**src/rtl/data_ram_arbiter.sv**
```systemverilog
`default_nettype none
// ============================================================================
// Module   : data_ram_arbiter
// Brief    : Two-port req/ack arbiter sharing one single-port data RAM.
// Revision : 1.0  initial release
// ============================================================================
module data_ram_arbiter #(
   parameter int ADDR_WIDTH    = 10,
   parameter int DATA_WIDTH    = 32,
   parameter int DEPTH         = 1024,
   parameter int PRIORITY_MODE = 0
) (
   input  logic                  clock,
   input  logic                  resetN,
   input  logic                  req0,
   input  logic                  req1,
   input  logic                  we0,
   input  logic                  we1,
   input  logic [ADDR_WIDTH-1:0] addr0,
   input  logic [ADDR_WIDTH-1:0] addr1,
   input  logic [DATA_WIDTH-1:0] wdata0,
   input  logic [DATA_WIDTH-1:0] wdata1,
   output logic                  ack0,
   output logic                  ack1,
   output logic [DATA_WIDTH-1:0] rdata0,
   output logic [DATA_WIDTH-1:0] rdata1,
   output logic                  err0,
   output logic                  err1,
   output logic                  busy,
   output logic [ADDR_WIDTH-1:0] ramAddress,
   output logic [DATA_WIDTH-1:0] ramDataC,
   output logic                  ramWriteEnable,
   input  logic [DATA_WIDTH-1:0] ramDataOutput
);

   // One extra bit so DEPTH == 2**ADDR_WIDTH is representable.
   localparam logic [ADDR_WIDTH:0] DEPTH_LIMIT = (ADDR_WIDTH+1)'(DEPTH);

   typedef enum logic [1:0] {
      IDLE   = 2'd0,
      ACCESS = 2'd1,
      ACK    = 2'd2
   } state_t;

   state_t                  state;
   state_t                  state_next;
   logic                    rr_ptr;
   logic                    served;
   logic                    we_lat;
   logic                    in_range_lat;

   logic                    cand0;
   logic                    cand1;
   logic                    grant_valid;
   logic                    grant_port;
   logic                    sel_we;
   logic [ADDR_WIDTH-1:0]   sel_addr;
   logic [DATA_WIDTH-1:0]   sel_wdata;
   logic                    sel_in_range;

   // Arbitration is open in IDLE and in ACK; in ACK the port just served is masked.
   always_comb begin
      cand0       = 1'b0;
      cand1       = 1'b0;
      grant_port  = 1'b0;
      if (state == IDLE) begin
         cand0 = req0;
         cand1 = req1;
      end else if (state == ACK) begin
         cand0 = req0 & served;
         cand1 = req1 & ~served;
      end
      grant_valid = cand0 | cand1;
      if (cand0 & cand1) begin
         grant_port = (PRIORITY_MODE == 1) ? 1'b0 : rr_ptr;
      end else begin
         grant_port = cand1;
      end
   end

   always_comb begin
      sel_we       = grant_port ? we1    : we0;
      sel_addr     = grant_port ? addr1  : addr0;
      sel_wdata    = grant_port ? wdata1 : wdata0;
      sel_in_range = ({1'b0, sel_addr} < DEPTH_LIMIT);
   end

   always_comb begin
      state_next = state;
      case (state)
         IDLE:    if (grant_valid) state_next = ACCESS;
         ACCESS:  state_next = ACK;
         ACK:     state_next = grant_valid ? ACCESS : IDLE;
         default: state_next = IDLE;
      endcase
   end

   always_ff @(posedge clock or negedge resetN) begin
      if (!resetN) begin
         state        <= IDLE;
         rr_ptr       <= 1'b0;
         served       <= 1'b0;
         we_lat       <= 1'b0;
         in_range_lat <= 1'b0;
         ramAddress   <= '0;
         ramDataC     <= '0;
         rdata0       <= '0;
         rdata1       <= '0;
      end else begin
         state <= state_next;
         if (grant_valid) begin
            served       <= grant_port;
            rr_ptr       <= ~grant_port;
            we_lat       <= sel_we;
            in_range_lat <= sel_in_range;
            ramAddress   <= sel_addr;
            ramDataC     <= sel_wdata;
         end
         // Read data is captured at the edge that closes ACCESS.
         if ((state == ACCESS) && !we_lat) begin
            if (served) begin
               rdata1 <= in_range_lat ? ramDataOutput : '0;
            end else begin
               rdata0 <= in_range_lat ? ramDataOutput : '0;
            end
         end
      end
   end

   // Decoded from state so the write strobe falls as soon as reset asserts.
   assign ramWriteEnable = (state == ACCESS) & we_lat & in_range_lat;
   assign ack0           = (state == ACK) & ~served;
   assign ack1           = (state == ACK) &  served;
   assign err0           = ack0 & ~in_range_lat;
   assign err1           = ack1 & ~in_range_lat;
   assign busy           = (state != IDLE);

endmodule
`default_nettype wire
```
**config.mk**
```make
export PLATFORM = sky130hd
export DESIGN_NAME = data_ram_arbiter
export DESIGN_NICKNAME = d
export VERILOG_FILES = /design/src/rtl/data_ram_arbiter.sv
export SDC_FILE = /design/constraint.sdc
export NUM_CORES = 1
export LEC_CHECK = 0
export CORE_MARGIN = 3
export CORE_UTILIZATION = 45
export CTS_BUF_LIST = sky130_fd_sc_hd__clkbuf_16
export DETAILED_ROUTE_END_ITERATION = 8
export MAX_ROUTING_LAYER = met4
export PLACE_DENSITY = 0.86
export SETUP_SLACK_MARGIN = 0.3
export SYNTH_ARGS = -nofsm -noshare
export SYNTH_HDL_FRONTEND = slang
export SYNTH_SLANG_ARGS = --single-unit
```
**constraint.sdc**
```tcl
create_clock -name clock -period 4 [get_ports clock]
set_clock_uncertainty 0.2 [all_clocks]
set_input_delay 1 -clock clock [delete_from_list [all_inputs] [get_ports clock]]
set_output_delay 1 -clock clock [all_outputs]
set_load 0.005 [all_outputs]
```
Word level (Yosys, flattened, before mapping):

Cells that the tools add are included.

* add/subtract/negate cells: 0
* multiply operators: 0
* div/mod/pow operators: 0
* $lt $le $gt $ge: 0
* eq/ne operators: 3
* shift-type cells: 0
* multiplexer cells: 12
* bitwise logic cells: 13
* reductions and logical operators: 6

Operator list (number)
* two-way mux 32 bit: 2
* two-way mux 10 bit: 1
* bitwise AND 1 bit: 9
* two-way mux 1 bit: 7
* one-hot mux 2 bit (3 select lines): 1
* AND reduction 2 bit: 2
* NOT 1 bit: 3
* == test 2 x 1 -> 1 bit (second input constant): 1
* == test 2 bit (second input constant): 1
* zero test 2 bit: 1
* two-way mux 2 bit: 1
* inequality test 2 bit (second input constant): 1
* nonzero test 2 bit: 1
* logical AND 1 bit: 1
* zero test 1 bit: 1
* OR 1 bit: 1

* register bits after elaboration: 112
* latch bits: 0
* RAM bits: 0
* ROM bits: 0
* input port bits: 122
* output and inout bits: 112
* word-level logic and storage cells: 43
* memories: 0

Longest topological paths before layout:

Gate-level depths: netlist of the first run.

* depth in word-level cells: 7
* gate-level depth with buffers: 6
* mapped depth without buffers: 3

Least setup slack after synthesis of the first run:

Ideal clock, no wire load.

* path kind: register -> output
* start point: register state[1]
* end point: output port busy
* data arrival time: 1.134 ns
* data required time: 2.800 ns
* slack: 1.666 ns
* cell stages (with the launch flop): 5
* buffers on the path: 3
* cells stage by stage: dfrtp_1 > buf_6 > buf_2 > clkbuf_1 > or2_2

* longest elaborated chain between the ends: 1

Ends and longest elaborated chain
* start, declared: line 45 `state_t state;`
* start signal, assigned: line 110 `state <= state_next;`
* nonzero test 2 bit: line 136 `assign busy = (state != IDLE);`
* end, declared: line 29 `output logic busy,`

Every way passes these cells.

Worst setup path after layout of the first run:

Ends and elaborated chain as after synthesis.

==> metrics.md, run 1 <==
| Metric | Value |
|---|---|
| TritonRoute pass-1 iters | `5` |
| Max clock buf depth | `2` |
| Worst-Margin Slew | `860 ps` |
| Slowest cell delay on critical path | `520 ps` |
| Yosys reg bits | `112` |
| FFs w/ async S/R, synth | `100%` |
| Root Buffer Master | `clkbuf_16` |
| Post-CTS resize count | `0` |
| Synth Net Count | `633` |
| Status | `finished clean` |
| Avg Vias per Cell | `5.43` |
| Clk_lat worst skew | `330 ps` |
| Max IR drop VDD | `0.000377 V` |
| Min Tclk post-route | `3220 ps` |
| Max cap viols | `0` |
| GR Util All Layers | `24.3%` |
| Leakage | `3.44 nW` |
| Post-route setup slack | `783 ps` |
| DRT Wirelength | `15100 um` |
| Slew headroom | `42.7%` |
| GP Congestion | `0.904` |
| Register area | `2800 um^2` |
| Min-delay worst type | `flip-flop to flip-flop` |
| Yosys warns | `0` |
| Area of the multi-input gates | `1850 um^2` |
| RSZ-0062 raised after global routing | `no` |
| Critical path origin | `state[1]` |
| Largest net degree at the start of global routing | `65` |
| Worst path required time | `2800 ps` |
| Period utilisation layout | `80.4%` |
| Die Ht | `113 um` |
| Mapped Cells | `511` |
| Setup Buffers After CTS | `0` |
| Final Hold Viols | `0` |
| Fin nets | `844` |
| Worst-path fanout max | `39` |
| Row cnt | `38` |
| Largest cells by area after synthesis | `dfrtp_1 55%, nand2_1 10%, a221o_2 5.9%` |
| Kind of cell adding the most delay to the critical path | `buffers and inverters` |
| ANT nets after route | `0` |
| Antenna violations before repair | `0` |
| Worst-path clk slew | `70 ps` |
| CP endpoint kind | `output port` |
| CP endpoint | `busy` |
| Reg2Reg Capture Point | `rdata0[28]` |
| Post-synth top area cell | `dfrtp_1` |
| Number of global-route vias before repair | `4824` |
| Worst path cell trace | `buf_4 > or2_2 > clkdlybuf4s50_1` |
| Initial Utilization | `46.6%` |
| DR DRC count | `0` |
| Post-synth EDFFs | `0` |
| Number of buffer cells added on primary ports | `233` |
| Crit Path Category | `flip-flop to output port` |
| Ys flop type | `dfrtp_1` |
| Die Wd | `113 um` |
| Setup WS pre-CTS | `759 ps` |
| Post-synthesis sequential area ratio | `54.8%` |
| GR Overflow Total | `0` |
| Diode count | `0` |
| Nature of the critical path startpoint | `flip-flop` |
| Share of the synthesized area in the top cell type | `54.8%` |
| Slowest stage cell on the critical path | `dfrtp_2` |
| Distinct cells, synth | `28` |
| Critical path depth | `3` |
| Synthesized cell area | `5120 um^2` |
| Critical Path AT | `2020 ps` |
| R2r setup slk | `1450 ps` |
| Layout cells sized above 1 | `11.3%` |
| Post-route setup TNS | `0 ps` |
| Detailed placement HPWL | `11000 um` |
| Die ar. | `12700 um^2` |
| DR vias | `4710` |
| CTS tree | `built` |
| Most frequent cells in the layout | `232 x clkdlybuf4s50_1, 139 x nand2_1, 111 x dfrtp_1` |
| Leading cell type in the layout, fill and taps excluded | `clkdlybuf4s50_1` |
| RR Startpoint | `state[1]` |
| Fillers | `794` |
| Core region area | `11000 um^2` |
| Clock Sinks | `112` |
| Average wire per standard cell | `17.4 um` |
| Cts hold-fix bufs | `0` |
| Endpoints failing setup | `0` |
| Hold Path Depth | `2` |
| Final number of max-transition violations | `0` |
| Syn Area/Cell | `10.0 um^2` |
| First DRT Iteration DRCs | `357` |
| Cts bufs inserted | `9` |
| First-pass GRT wire length | `24400 um` |
| H-tree depth | `3` |
| Worst Reg-to-Reg Cells | `5` |
| Crit path buffers/inverters | `2` |
| F_max | `0.311 GHz` |
| Area Growth Syn to Fin | `51.4%` |
| Power Dens Cells | `780 nW/um^2` |
| I/O pin count | `234` |
[per-layer routing]
layer | GRT usage [%] | routed length [um] | vias to the layer above
met5 | - | 0 | -
li1 | - | - | 2183
met1 | 30.6 | 6090 | 2255
met2 | 40.2 | 7470 | 250
met3 | 5.28 | 1260 | 22
met4 | 5.85 | 243 | 0
[synth_stat cells (all sizes together) (2+ instances only)]
master  number
o22ai       43
dfrtp      112
nor2b        2
nand2b       3
inv         47
nor3         2
clkbuf      15
buf         27
o21ai       65
a221o       43
a21o         2
nor2         2
nand2      139
[state kept, by name (all words and copies together) (netlist names)]
register,count
rdata0,32
rr_ptr,1
ramDataC,32
state,2
ramAddress,10
served,1
rdata1,32
we_lat,1
in_range_lat,1
[metrics by stage]
| stage | utilization [%] | instance area (um^2) | std cells | hold WS, ps | total power, mW |
|---|---|---|---|---|---|
| final | 70.5 | 7750 | 867 | 277 | 6.04 |
| after global routing | 70.5 | 7750 | 867 | 303 | 6.46 |
| after CTS | 70.5 | 7750 | 867 | 282 | 6.08 |
| after detailed placement | 67.6 | 7430 | 851 | 266 | 5.13 |
| after global placement | 67.6 | 7430 | 851 | 259 | 4.97 |
| after floorplan | - | 5120 | 511 | 273 | 3.58 |
[where the power goes]
group          switching (mW)  internal [mW]  total [mW]
logic                    1.24           1.70        2.94
clock network           0.390          0.549       0.939
registers               0.451           1.71        2.16
[worst min-delay path by stage]
stage / startpoint / end / slack, ps
floorplan: rdata1[0] / rdata1[0] / 270
global placement: rdata0[6] / rdata0[6] / 260
detailed placement: rdata0[24] / rdata0[24] / 270
CTS: rdata0[24] / rdata0[24] / 280
global route: rdata0[24] / rdata0[24] / 300
finish: rdata0[1] / rdata0[1] / 280
[cell type report]
| type | count | share of cell area [%] |
|---|---|---|
| Sequential cell | 112 | 36.2 |
| Timing Repair Buffer | 242 | 31.3 |
| Multi-Input combinational cell | 310 | 23.9 |
| Clock buffer | 9 | 2.91 |
| Inverter | 47 | 2.28 |
| Tap cell | 140 | 2.26 |
| Clock inverter | 7 | 1.21 |
[tightest hold or removal path, delay by kind of cell, from the launching register on]
| family | cells | cell delay [ps] |
|---|---|---|
| and+or+nand+nor | 1 | 60 |
| AOI/OAI and AO/OA | 1 | 50 |
| DFF | 1 | 340 |
[kinds of logic after synthesis]
logic type             synth area share (%)
buffers and inverters                  9.19
muxes                                 0.220
and+or+nand+nor                        12.1
AOI/OAI and AO/OA                      23.8
DFF                                    54.8
No activity file was read; power rests on OpenSTA's default activity.
==> run 2: changes to the inputs <==
--- a/config.mk
+++ b/config.mk
@@ -6,11 +6,11 @@
 export NUM_CORES = 1
 export LEC_CHECK = 0
 export CORE_MARGIN = 3
-export CORE_UTILIZATION = 45
+export CORE_UTILIZATION = 42
 export CTS_BUF_LIST = sky130_fd_sc_hd__clkbuf_16
 export DETAILED_ROUTE_END_ITERATION = 8
 export MAX_ROUTING_LAYER = met4
-export PLACE_DENSITY = 0.86
+export PLACE_DENSITY = 0.81
 export SETUP_SLACK_MARGIN = 0.3
 export SYNTH_ARGS = -nofsm -noshare
 export SYNTH_HDL_FRONTEND = slang
==> constraint.sdc (replaced) <==
create_clock -name clock -period 3.35 [get_ports clock]
set_clock_uncertainty 0.2 [all_clocks]
set_input_delay 0.8375 -clock clock [delete_from_list [all_inputs] [get_ports clock]]
set_output_delay 0.8375 -clock clock [all_outputs]
set_load 0.005 [all_outputs]
==> metrics.md, run 2 (synthesis results as in run 1) <==
| Metric | Value |
|---|---|
| Die Ht | `116 um (was 113 um)` |
| Kind of cell adding the most delay to the critical path | `flip-flops (was buffers and inverters)` |
| H-tree depth | `3 (unchanged)` |
| Cell Count, Final, Fillers Out | `873 (was 867)` |
| Final Hold Viols | `0 (unchanged)` |
| Antenna violations before repair | `0 (unchanged)` |
| Max IR drop VDD | `0.000476 V (was 0.000377 V)` |
| Initial Utilization | `43.9% (was 46.6%)` |
| Number of buffer cells added on primary ports | `233 (unchanged)` |
| DR vias | `4707 (was 4710)` |
| Row cnt | `39 (was 38)` |
| Worst-path clk slew | `70 ps (about the same)` |
| Clk_lat worst skew | `340 ps (was 330 ps)` |
| Largest registers | `ramDataC (32), rdata0 (32), rdata1 (32) (unchanged)` |
| Worst-Margin Slew | `755 ps (was 860 ps)` |
| DRT Wirelength | `15100 um (about the same)` |
| Area Growth Syn to Fin | `52.5% (was 51.4%)` |
| Crit Path Category | `flip-flop to output port (unchanged)` |
| Design Area, Final | `7800 um^2 (was 7750 um^2)` |
| Diode count | `0 (unchanged)` |
| Layout cells sized above 1 | `11.6% (was 11.3%)` |
| First DRT Iteration DRCs | `398 (was 357)` |
| GR Util All Layers | `23.3% (was 24.3%)` |
| Power, Total | `7.31 mW (was 6.04 mW)` |
| Die Wd | `116 um (was 113 um)` |
| I/O pin count | `234 (unchanged)` |
| Average wire per standard cell | `17.3 um (was 17.4 um)` |
| CP endpoint kind | `output port (unchanged)` |
| Placed insts | `857 (was 851)` |
| Post-route setup TNS | `0 ps (unchanged)` |
| Setup Buffers After CTS | `0 (unchanged)` |
| Power Dens Cells | `936 nW/um^2 (was 780 nW/um^2)` |
| Cts hold-fix bufs | `0 (unchanged)` |
| Slew headroom | `49.7% (was 42.7%)` |
| Post-CTS resize count | `0 (unchanged)` |
| Worst-path fanout max | `25 (was 39)` |
| Period utilisation layout | `85.4%` |
| Avg Vias per Cell | `5.39 (was 5.43)` |
| CTS tree | `built (unchanged)` |
| Crit path buffers/inverters | `1 (was 2)` |
| Fin nets | `847 (was 844)` |
| Max cap viols | `0 (unchanged)` |
| Most frequent cells in the layout | `232 x clkdlybuf4s50_1, 139 x nand2_1, 111 x dfrtp_1 (unchanged)` |
| Nature of the critical path startpoint | `flip-flop (unchanged)` |
| Min Tclk post-route | `2860 ps` |
| Critical Path AT | `1820 ps (was 2020 ps)` |
| Leading cell type in the layout, fill and taps excluded | `clkdlybuf4s50_1 (unchanged)` |
| DR DRC count | `0 (unchanged)` |
| GP Congestion | `0.906 (was 0.904)` |
| Slowest cell delay on critical path | `610 ps (was 520 ps)` |
| R2r setup slk | `1050 ps (was 1450 ps)` |
| Setup WS pre-CTS | `474 ps (was 759 ps)` |
| TritonRoute pass-1 iters | `7 (was 5)` |
| Status | `finished clean (unchanged)` |
| Worst path required time | `2310 ps (was 2800 ps)` |
| Min-delay worst type | `flip-flop to flip-flop (unchanged)` |
| Placed cell areas | `7470 um^2 (was 7430 um^2)` |
| Endpoints failing setup | `0 (unchanged)` |
| Post-route setup slack | `490 ps (was 783 ps)` |
| Worst path cell trace | `nor2b_1 > and3_1 > clkdlybuf4s50_1 (was buf_4 > or2_2 > clkdlybuf4s50_1)` |
| ANT nets after route | `0 (unchanged)` |
| Number of global-route vias before repair | `4777 (was 4824)` |
| F_max | `0.350 GHz` |
| Root Buffer Master | `clkbuf_16 (unchanged)` |
| Core region area | `11700 um^2 (was 11000 um^2)` |
| Largest net degree at the start of global routing | `65 (unchanged)` |
| Final number of max-transition violations | `0 (unchanged)` |
| GR Overflow Total | `0 (unchanged)` |
| Clock Sinks | `112 (unchanged)` |
| Die ar. | `13500 um^2 (was 12700 um^2)` |
| Slowest stage cell on the critical path | `dfrtp_4 (was dfrtp_2)` |
| Leakage | `3.47 nW (was 3.44 nW)` |
| Max clock buf depth | `2 (unchanged)` |
| First-pass GRT wire length | `24100 um (was 24400 um)` |
| RSZ-0062 raised after global routing | `no (unchanged)` |
| Cts bufs inserted | `9 (unchanged)` |
| Detailed placement HPWL | `11100 um (was 11000 um)` |
==> run 2: cell count changes in the layout (fill, tap and decap cells not counted) <==
cell       previous run  this run
bufinv_16             2         3
clkinv_2              0         1
inv_1                46        48
buf_4                 8        10
buf_12                2         3
dfrtp_4               0         1
clkinv_1              2         0
clkinv_4              2         0
dfrtp_2               1         0
==> run 2: power breakdown <==
| group | leakage, nW | internal [mW] | switching, mW |
|---|---|---|---|
| Combinational | 1.95 | 2.06 | 1.45 |
| Sequential | 1.36 | 2.04 | 0.553 |
| Clock | 0.172 | 0.727 | 0.473 |
| Total | 3.47 | 4.83 | 2.48 |
==> run 2: metrics by stage <==
step / utilization (%) / hold WS [ps]
floorplan: - / 273
global route: 66.9 / 297
global placement: 64.0 / 259
CTS: 66.9 / 283
detailed placement: 64.0 / 267
finish: 66.9 / 281
==> run 2: worst paths after layout <==
check / start / end / depth (start not counted)
worst max-delay path: state[1] / ramWriteEnable / 3
worst min-delay path: rdata0[25] / rdata0[25] / 2
worst max register to register: state[1] / rdata0[26] / 4
worst min register to register: rdata0[25] / rdata0[25] / 2
max in group asynchronous: resetN / rdata0[11] / 2
min in group asynchronous: resetN / rdata1[6] / 1
==> run 2: area by class of cell <==
type                       count  area, um^2
inverter                      47         176
sequential                   112        2810
clock inverter                 7         111
tap                          143         179
timing repair buffer         245        2460
multi-input combinational    310        1850
fill                         843        3860
clock buffer                   9         225
==> run 2: per-layer routing <==
metal	global-route usage (%)	vias up	routed length, um
met5	-	-	0
met1	28.8	2235	6140
met3	5.60	36	1180
met4	8.58	0	410
li1	-	2193	-
met2	37.3	243	7410
==> run 2: worst min-delay path, stage by stage (launching register included) <==
cell and delay (ps):
dfrtp_1 340, nand2_1 60, o21ai_2 50
==> run 3: changes to the inputs <==
--- a/config.mk
+++ b/config.mk
@@ -12,6 +12,7 @@
 export MAX_ROUTING_LAYER = met4
 export PLACE_DENSITY = 0.81
 export SETUP_SLACK_MARGIN = 0.3
+export SLEW_MARGIN = 20
 export SYNTH_ARGS = -nofsm -noshare
 export SYNTH_HDL_FRONTEND = slang
 export SYNTH_SLANG_ARGS = --single-unit
==> results of run 3 <==
Final layout, timing and power as in run 2 (identical DEF).
